## config.mk

```make
export PLATFORM = sky130hd
export DESIGN_NAME = ddc_phase_sched
export DESIGN_NICKNAME = d
export VERILOG_FILES = /design/src/rtl/ddc_phase_sched.sv
export SDC_FILE = /design/constraint.sdc
export NUM_CORES = 2
export LEC_CHECK = 0
export ABC_CLOCK_PERIOD_IN_PS = 4700
export CORE_MARGIN = 2
export CORE_UTILIZATION = 55
export DETAILED_ROUTE_END_ITERATION = 6
export PLACE_DENSITY = 0.82
export REMOVE_ABC_BUFFERS = 1
export SYNTH_ARGS = -nofsm -noshare
export SYNTH_HDL_FRONTEND = slang
export SYNTH_SLANG_ARGS = --single-unit
```

## constraint.sdc

```tcl
create_clock -name clk -period 4.7 [get_ports clk]
set_clock_uncertainty 0.2 [all_clocks]
set_input_delay 0.47 -clock clk [delete_from_list [all_inputs] [get_ports clk]]
set_output_delay 0.47 -clock clk [all_outputs]
set_load 0.02 [all_outputs]
```

## src/rtl/ddc_phase_sched.sv

```systemverilog
// ddc_phase_sched
//
// Time-multiplexing scheduler for the quad DDC datapath. A double-buffered
// table of per-channel phase settings (pinc/poff) is presented to the DDC one
// channel per cycle, round-robin over the active channel count. Every issued
// channel index is pushed into a first-word-fall-through tag FIFO, so each DDC
// output word can be labelled with the channel it belongs to.
//
// Ports
//   clk, rstn            single clock, synchronous active-low reset
//   cfg_we/addr/pinc/poff shadow-bank table write
//   cfg_nch              shadow active-channel count (sampled on we/commit)
//   cfg_commit           request bank swap at the next frame boundary
//   commit_pending       swap requested but not yet performed
//   run                  scheduling enable
//   pinc, poff, p_valid  registered phase settings to the DDC
//   frame_start          marks the p_valid beat carrying channel 0
//   dds_valid_out        DDC output-valid, pops the tag FIFO
//   ch_out, ch_out_valid channel tag for the current DDC output (combinational)
//   err_underflow        sticky: DDC produced output with no tag outstanding

module ddc_phase_sched #(
  parameter int N_CH      = 16,
  parameter int TAG_DEPTH = 64,
  localparam int AW       = $clog2(N_CH)
) (
  input  logic          clk,
  input  logic          rstn,
  input  logic          cfg_we,
  input  logic [AW-1:0] cfg_addr,
  input  logic [19:0]   cfg_pinc,
  input  logic [19:0]   cfg_poff,
  input  logic [AW:0]   cfg_nch,
  input  logic          cfg_commit,
  output logic          commit_pending,
  input  logic          run,
  output logic [19:0]   pinc,
  output logic [19:0]   poff,
  output logic          p_valid,
  output logic          frame_start,
  input  logic          dds_valid_out,
  output logic [AW-1:0] ch_out,
  output logic          ch_out_valid,
  output logic          err_underflow
);

  localparam int DW = $clog2(TAG_DEPTH);

  localparam logic [1:0] ST_IDLE = 2'd0;
  localparam logic [1:0] ST_RUN  = 2'd1;
  localparam logic [1:0] ST_SWAP = 2'd2;

  localparam logic [AW:0] NCH_MAX   = (AW+1)'(N_CH);
  localparam logic [AW:0] NCH_ONE   = (AW+1)'(1);
  localparam logic [AW-1:0] IDX_ONE = AW'(1);
  localparam logic [DW:0] FIFO_FULL = (DW+1)'(TAG_DEPTH);
  localparam logic [DW:0] CNT_ONE   = (DW+1)'(1);
  localparam logic [DW-1:0] PTR_ONE = DW'(1);

  logic [1:0]    state;
  logic          sel;
  logic [AW-1:0] idx;
  logic [AW:0]   nch0;
  logic [AW:0]   nch1;

  // Both banks live in one array; the bank select is the top address bit.
  logic [19:0]   pinc_mem [2*N_CH];
  logic [19:0]   poff_mem [2*N_CH];

  logic [AW-1:0] tag_mem [TAG_DEPTH];
  logic [DW-1:0] wr_ptr;
  logic [DW-1:0] rd_ptr;
  logic [DW:0]   count;

  logic [AW:0]   nch_sat;
  logic [AW:0]   active_nch;
  logic [AW:0]   shadow_nch_next;
  logic          fifo_full;
  logic          fifo_empty;
  logic          frame_last;
  logic          issue;
  logic          pop;

  // Shadow count handling: saturate oversize requests, and look ahead at a
  // same-cycle shadow update so a write during SWAP counts toward the new bank.
  always_comb begin
    nch_sat         = (cfg_nch > NCH_MAX) ? NCH_MAX : cfg_nch;
    active_nch      = sel ? nch1 : nch0;
    shadow_nch_next = sel ? nch0 : nch1;
    if (cfg_we || cfg_commit) begin
      shadow_nch_next = nch_sat;
    end
  end

  // Issue only when the tag FIFO has room, so a push can never overflow it.
  always_comb begin
    fifo_full  = (count == FIFO_FULL);
    fifo_empty = (count == '0);
    frame_last = ({1'b0, idx} == (active_nch - NCH_ONE));
    issue      = (state == ST_RUN) && !fifo_full;
    pop        = dds_valid_out && !fifo_empty;
  end

  // Table RAM: writes always go to the bank that is not currently active.
  always_ff @(posedge clk) begin
    if (cfg_we) begin
      pinc_mem[{~sel, cfg_addr}] <= cfg_pinc;
      poff_mem[{~sel, cfg_addr}] <= cfg_poff;
    end
  end

  // Per-bank channel counts, refreshed in the shadow bank on write or commit.
  always_ff @(posedge clk) begin
    if (!rstn) begin
      nch0 <= '0;
      nch1 <= '0;
    end else if (cfg_we || cfg_commit) begin
      if (sel) begin
        nch0 <= nch_sat;
      end else begin
        nch1 <= nch_sat;
      end
    end
  end

  // Scheduler FSM: round-robin issue, frame-boundary bank swaps, run/stop.
  // A SWAP clears commit_pending after any new request is considered, so a
  // commit seen during SWAP is dropped.
  always_ff @(posedge clk) begin
    if (!rstn) begin
      state          <= ST_IDLE;
      idx            <= '0;
      sel            <= 1'b0;
      commit_pending <= 1'b0;
      p_valid        <= 1'b0;
      frame_start    <= 1'b0;
      pinc           <= '0;
      poff           <= '0;
    end else begin
      p_valid     <= 1'b0;
      frame_start <= 1'b0;
      if (cfg_commit && !commit_pending) begin
        commit_pending <= 1'b1;
      end
      case (state)
        ST_IDLE: begin
          if (cfg_commit || commit_pending) begin
            state <= ST_SWAP;
          end else if (run && (active_nch != '0)) begin
            state <= ST_RUN;
            idx   <= '0;
          end
        end
        ST_RUN: begin
          if (issue) begin
            p_valid     <= 1'b1;
            frame_start <= (idx == '0);
            pinc        <= pinc_mem[{sel, idx}];
            poff        <= poff_mem[{sel, idx}];
            if (frame_last) begin
              if (commit_pending) begin
                state <= ST_SWAP;
              end else if (!run) begin
                state <= ST_IDLE;
              end else begin
                idx <= '0;
              end
            end else begin
              idx <= idx + IDX_ONE;
            end
          end
        end
        ST_SWAP: begin
          sel            <= ~sel;
          commit_pending <= 1'b0;
          idx            <= '0;
          if (run && (shadow_nch_next != '0)) begin
            state <= ST_RUN;
          end else begin
            state <= ST_IDLE;
          end
        end
        default: begin
          state <= ST_IDLE;
        end
      endcase
    end
  end

  // Tag FIFO storage; the pushed tag is the index issued on the same edge.
  always_ff @(posedge clk) begin
    if (issue) begin
      tag_mem[wr_ptr] <= idx;
    end
  end

  // Tag FIFO pointers, occupancy and the sticky underflow flag.
  always_ff @(posedge clk) begin
    if (!rstn) begin
      wr_ptr        <= '0;
      rd_ptr        <= '0;
      count         <= '0;
      err_underflow <= 1'b0;
    end else begin
      if (issue) begin
        wr_ptr <= wr_ptr + PTR_ONE;
      end
      if (pop) begin
        rd_ptr <= rd_ptr + PTR_ONE;
      end
      case ({issue, pop})
        2'b10:   count <= count + CNT_ONE;
        2'b01:   count <= count - CNT_ONE;
        default: count <= count;
      endcase
      if (dds_valid_out && fifo_empty) begin
        err_underflow <= 1'b1;
      end
    end
  end

  // Fall-through head; forced to zero when no tag is presented so the
  // unreset FIFO RAM never leaks onto ch_out.
  always_comb begin
    ch_out_valid = pop;
    ch_out       = pop ? tag_mem[rd_ptr] : '0;
  end

endmodule

```

==> metrics.yaml <==
routedWlPerCell_um: 35.0
grt_pass1_wl_um: 230000
dp.final_hpwl_um: 84300
synth_top_area_cell: "edfxtp_1"
grt_max_degree: 90
hold_viol: 0
crit_family: "buffers and inverters"
rsz0062_at_grt: "no"
stdcell_area_um2: 70600
syn_area_um2: 62200
post_dp_cell_area_um2: 65500
numCtsBuffers: 154
comb_power_share_pct: 7.8
post-route-util_pct: 62.8
io_pins: 104
postCtsHoldBufs: 0
arrival_ps: 3740
switching_power_uw: 6960
synthFlopType: "edfxtp_1"
period_needed_ps: 4410
vdd_drop_max_mv: 0.365
synthTopCellsByCount: "edfxtp_1 (1536), mux4_2 (476), nor2_1 (115), dfxtp_1 (86), clkbuf_1 (69)"
gr-total-overflow: 0
synth-seq-cells: 1622
clk_latency_ps: 760
wirelength_um: 159000
crit_fanout: 22
internal_power_uw: 24200
p_total_uw: 31200
pwr-share-clk_pct: 40.2
power.share.sequential_pct: 52.0
worst_pin_slew_ps: 1380
drtIter0Drc: 4484
vias: 31300
dieArea_um2: 116000
fin_nets: 2974
vias_per_cell: 6.89
slew_viol_final: 0
grt_pass1_vias: 31600
cts_root_buffer: "clkbuf_16"
drv_cap: 0
drive_gt1_share_pct: 27.3
remaining_drc_errors: 0
area_delta_synth_final_pct: 13.5
setup_ws_ps: 286
synth_edf_count: 1536
ys_types: 56
ant_nets: 0
cts_buffer_depth: 3
max_freq_mhz: 227
swShare_pct: 22.3
h-tree-depth: 4
pre_cts_ws_ps: 836
synth_top_area_share_pct: 74.2
drt-pass1-iter-count: 5
rows: 123
synthArstFlopShare_pct: 0
cpPeakStageDelay_ps: 630
antenna_found_initial: 8
die_x_um: 340
cts.sinks: 1622
yosys_warnings: 0
fp.dieH_um: 340
yosysMostFrequentCell: "edfxtp_1"
grt_use_total_pct: 27.7
power_density_nw_per_um2: 441
crit_required_ps: 4030
crit_slowest_cell: "dfxtp_4"
fin_tns_setup_ps: 0
finalSetupViolCount: 0
cp-start-kind: "register"
endpoint_kind: "primary output"
hp-class: "in2reg"
cts_setup_buffers: 0
period_share_pct: 93.9
leakagePower_uw: 0.0214
place.gp.congestion: 0.803
port_buffers: 103
cp_num_buf_inv: 2
path_cells: "buf_4 > mux4_2 > nor2b_1 > a211o_1 > o311a_1 > a31oi_1 > o211ai_1 > clkdlybuf4s50_1"
syn_inst: 2721
core_area_um2: 112000
cts_tree: "built"
clkTransAtPathRegs_ps: 60
syn-mean-instance-area_um2: 22.9
cts_resized: 0
slew_headroom_pct: 7.54
fillCellCount: 6988
status: "finished, final reports clean"
path_class: "reg2out"
initial_core_util_pct: 55.4
yosysSeqAreaShare_pct: 76.9
synth.area.top_cells: "edfxtp_1 (74%), mux4_2 (17%), dfxtp_1 (2.8%)"
==> final cells by class <==
class / instances / area [um^2] / area share [%]
multi-input combinational: 938 / 13800 / 19.6
inverter: 14 / 52.6 / 0.0744
tap: 1500 / 1880 / 2.66
clock buffer: 217 / 4390 / 6.22
clock inverter: 67 / 667 / 0.945
timing repair buffer: 177 / 1870 / 2.65
sequential: 1622 / 47900 / 67.8
antenna: 5 / 12.5 / 0.0177
==> cell usage in the layout (no fill, tap or decap), drive strengths merged, types with 4 or more instances in the layout <==
master / instances
nand3b: 8
clkinv: 47
xnor2: 16
dfxtp: 86
and2: 18
nor2: 115
or3b: 4
nand3: 10
diode: 5
mux2: 8
o21ai: 53
inv: 18
bufinv: 11
mux4: 476
clkbuf: 217
buf: 77
clkinvlp: 5
edfxtp: 1536
mux2i: 59
clkdlybuf4s50: 100
a21oi: 47
nand4: 7
ha: 11
nor3: 7
o22ai: 4
and3: 5
xor2: 5
nand2: 22
nor2b: 22
==> worst paths after layout <==
check | start | end | slack [ps] | cells past startpoint
max | register | ch_out[2] | 290 | 8
min | cfg_pinc[19] | pinc_mem[15][19]$_DFFE_PP_ | 110 | 1
max reg2reg | count[2]$_SDFFE_PN0P_ | count[6]$_SDFFE_PN0P_ | 910 | 12
min reg2reg | poff[7]$_SDFFE_PN0P_ | poff[7]$_SDFFE_PN0P_ | 350 | 2
==> power groups by stage <==
| stage | Combinational (uW) | Clock (uW) | Sequential (uW) |
|---|---|---|---|
| final | 2440 | 12500 | 16200 |
| after global routing | 2590 | 13100 | 16200 |
| after CTS | 2440 | 12600 | 16200 |
| after detailed placement | 2370 | 0 | 16500 |
| after global placement | 2270 | 0 | 16500 |
| after floorplan | 1600 | 0 | 16700 |
==> logic make-up (layout without fill, tap and decap cells) <==
| logic type | after synthesis | in the layout | share of synthesized area [%] |
|---|---|---|---|
| flip-flops | 1622 | 1622 | 76.9 |
| multiplexers | 543 | 543 | 18.3 |
| AND/OR/NAND/NOR | 234 | 234 | 1.83 |
| buffers and inverters | 161 | 475 | 1.19 |
| AO/OA/AOI/OAI | 128 | 128 | 1.16 |
| XOR/XNOR | 21 | 21 | 0.296 |
| adder cells (fa/ha/maj) | 12 | 12 | 0.254 |
| other | 0 | 5 | 0 |
==> state kept, by name (all words and copies together), names as in the netlist, 2 cells and up, named ones only <==
| name | count |
|---|---|
| count | 7 |
| idx | 4 |
| nch0 | 5 |
| nch1 | 5 |
| pinc | 20 |
| pinc_mem | 640 |
| poff | 20 |
| poff_mem | 640 |
| rd_ptr | 6 |
| state | 2 |
| tag_mem | 256 |
| wr_ptr | 6 |
==> through the flow <==
stage	hold slack [ps]	std cells
6_report	111	4540
4_1_cts	183	4535
3_5_place_dp	318	4251
5_1_grt	119	4539
3_3_place_gp	310	4251
2_1_floorplan	279	2574
==> metal layers <==
metal / track usage [%] / wire [um] / vias to the layer above
met2: 46.5 / 81800 / 2597
met1: 36.6 / 53800 / 16400
met3: 5.31 / 17300 / 391
met4: 10.3 / 6100 / 6
li1: - / - / 11900
met5: 0 / 38 / -
Power figures use the tool's default switching activity.
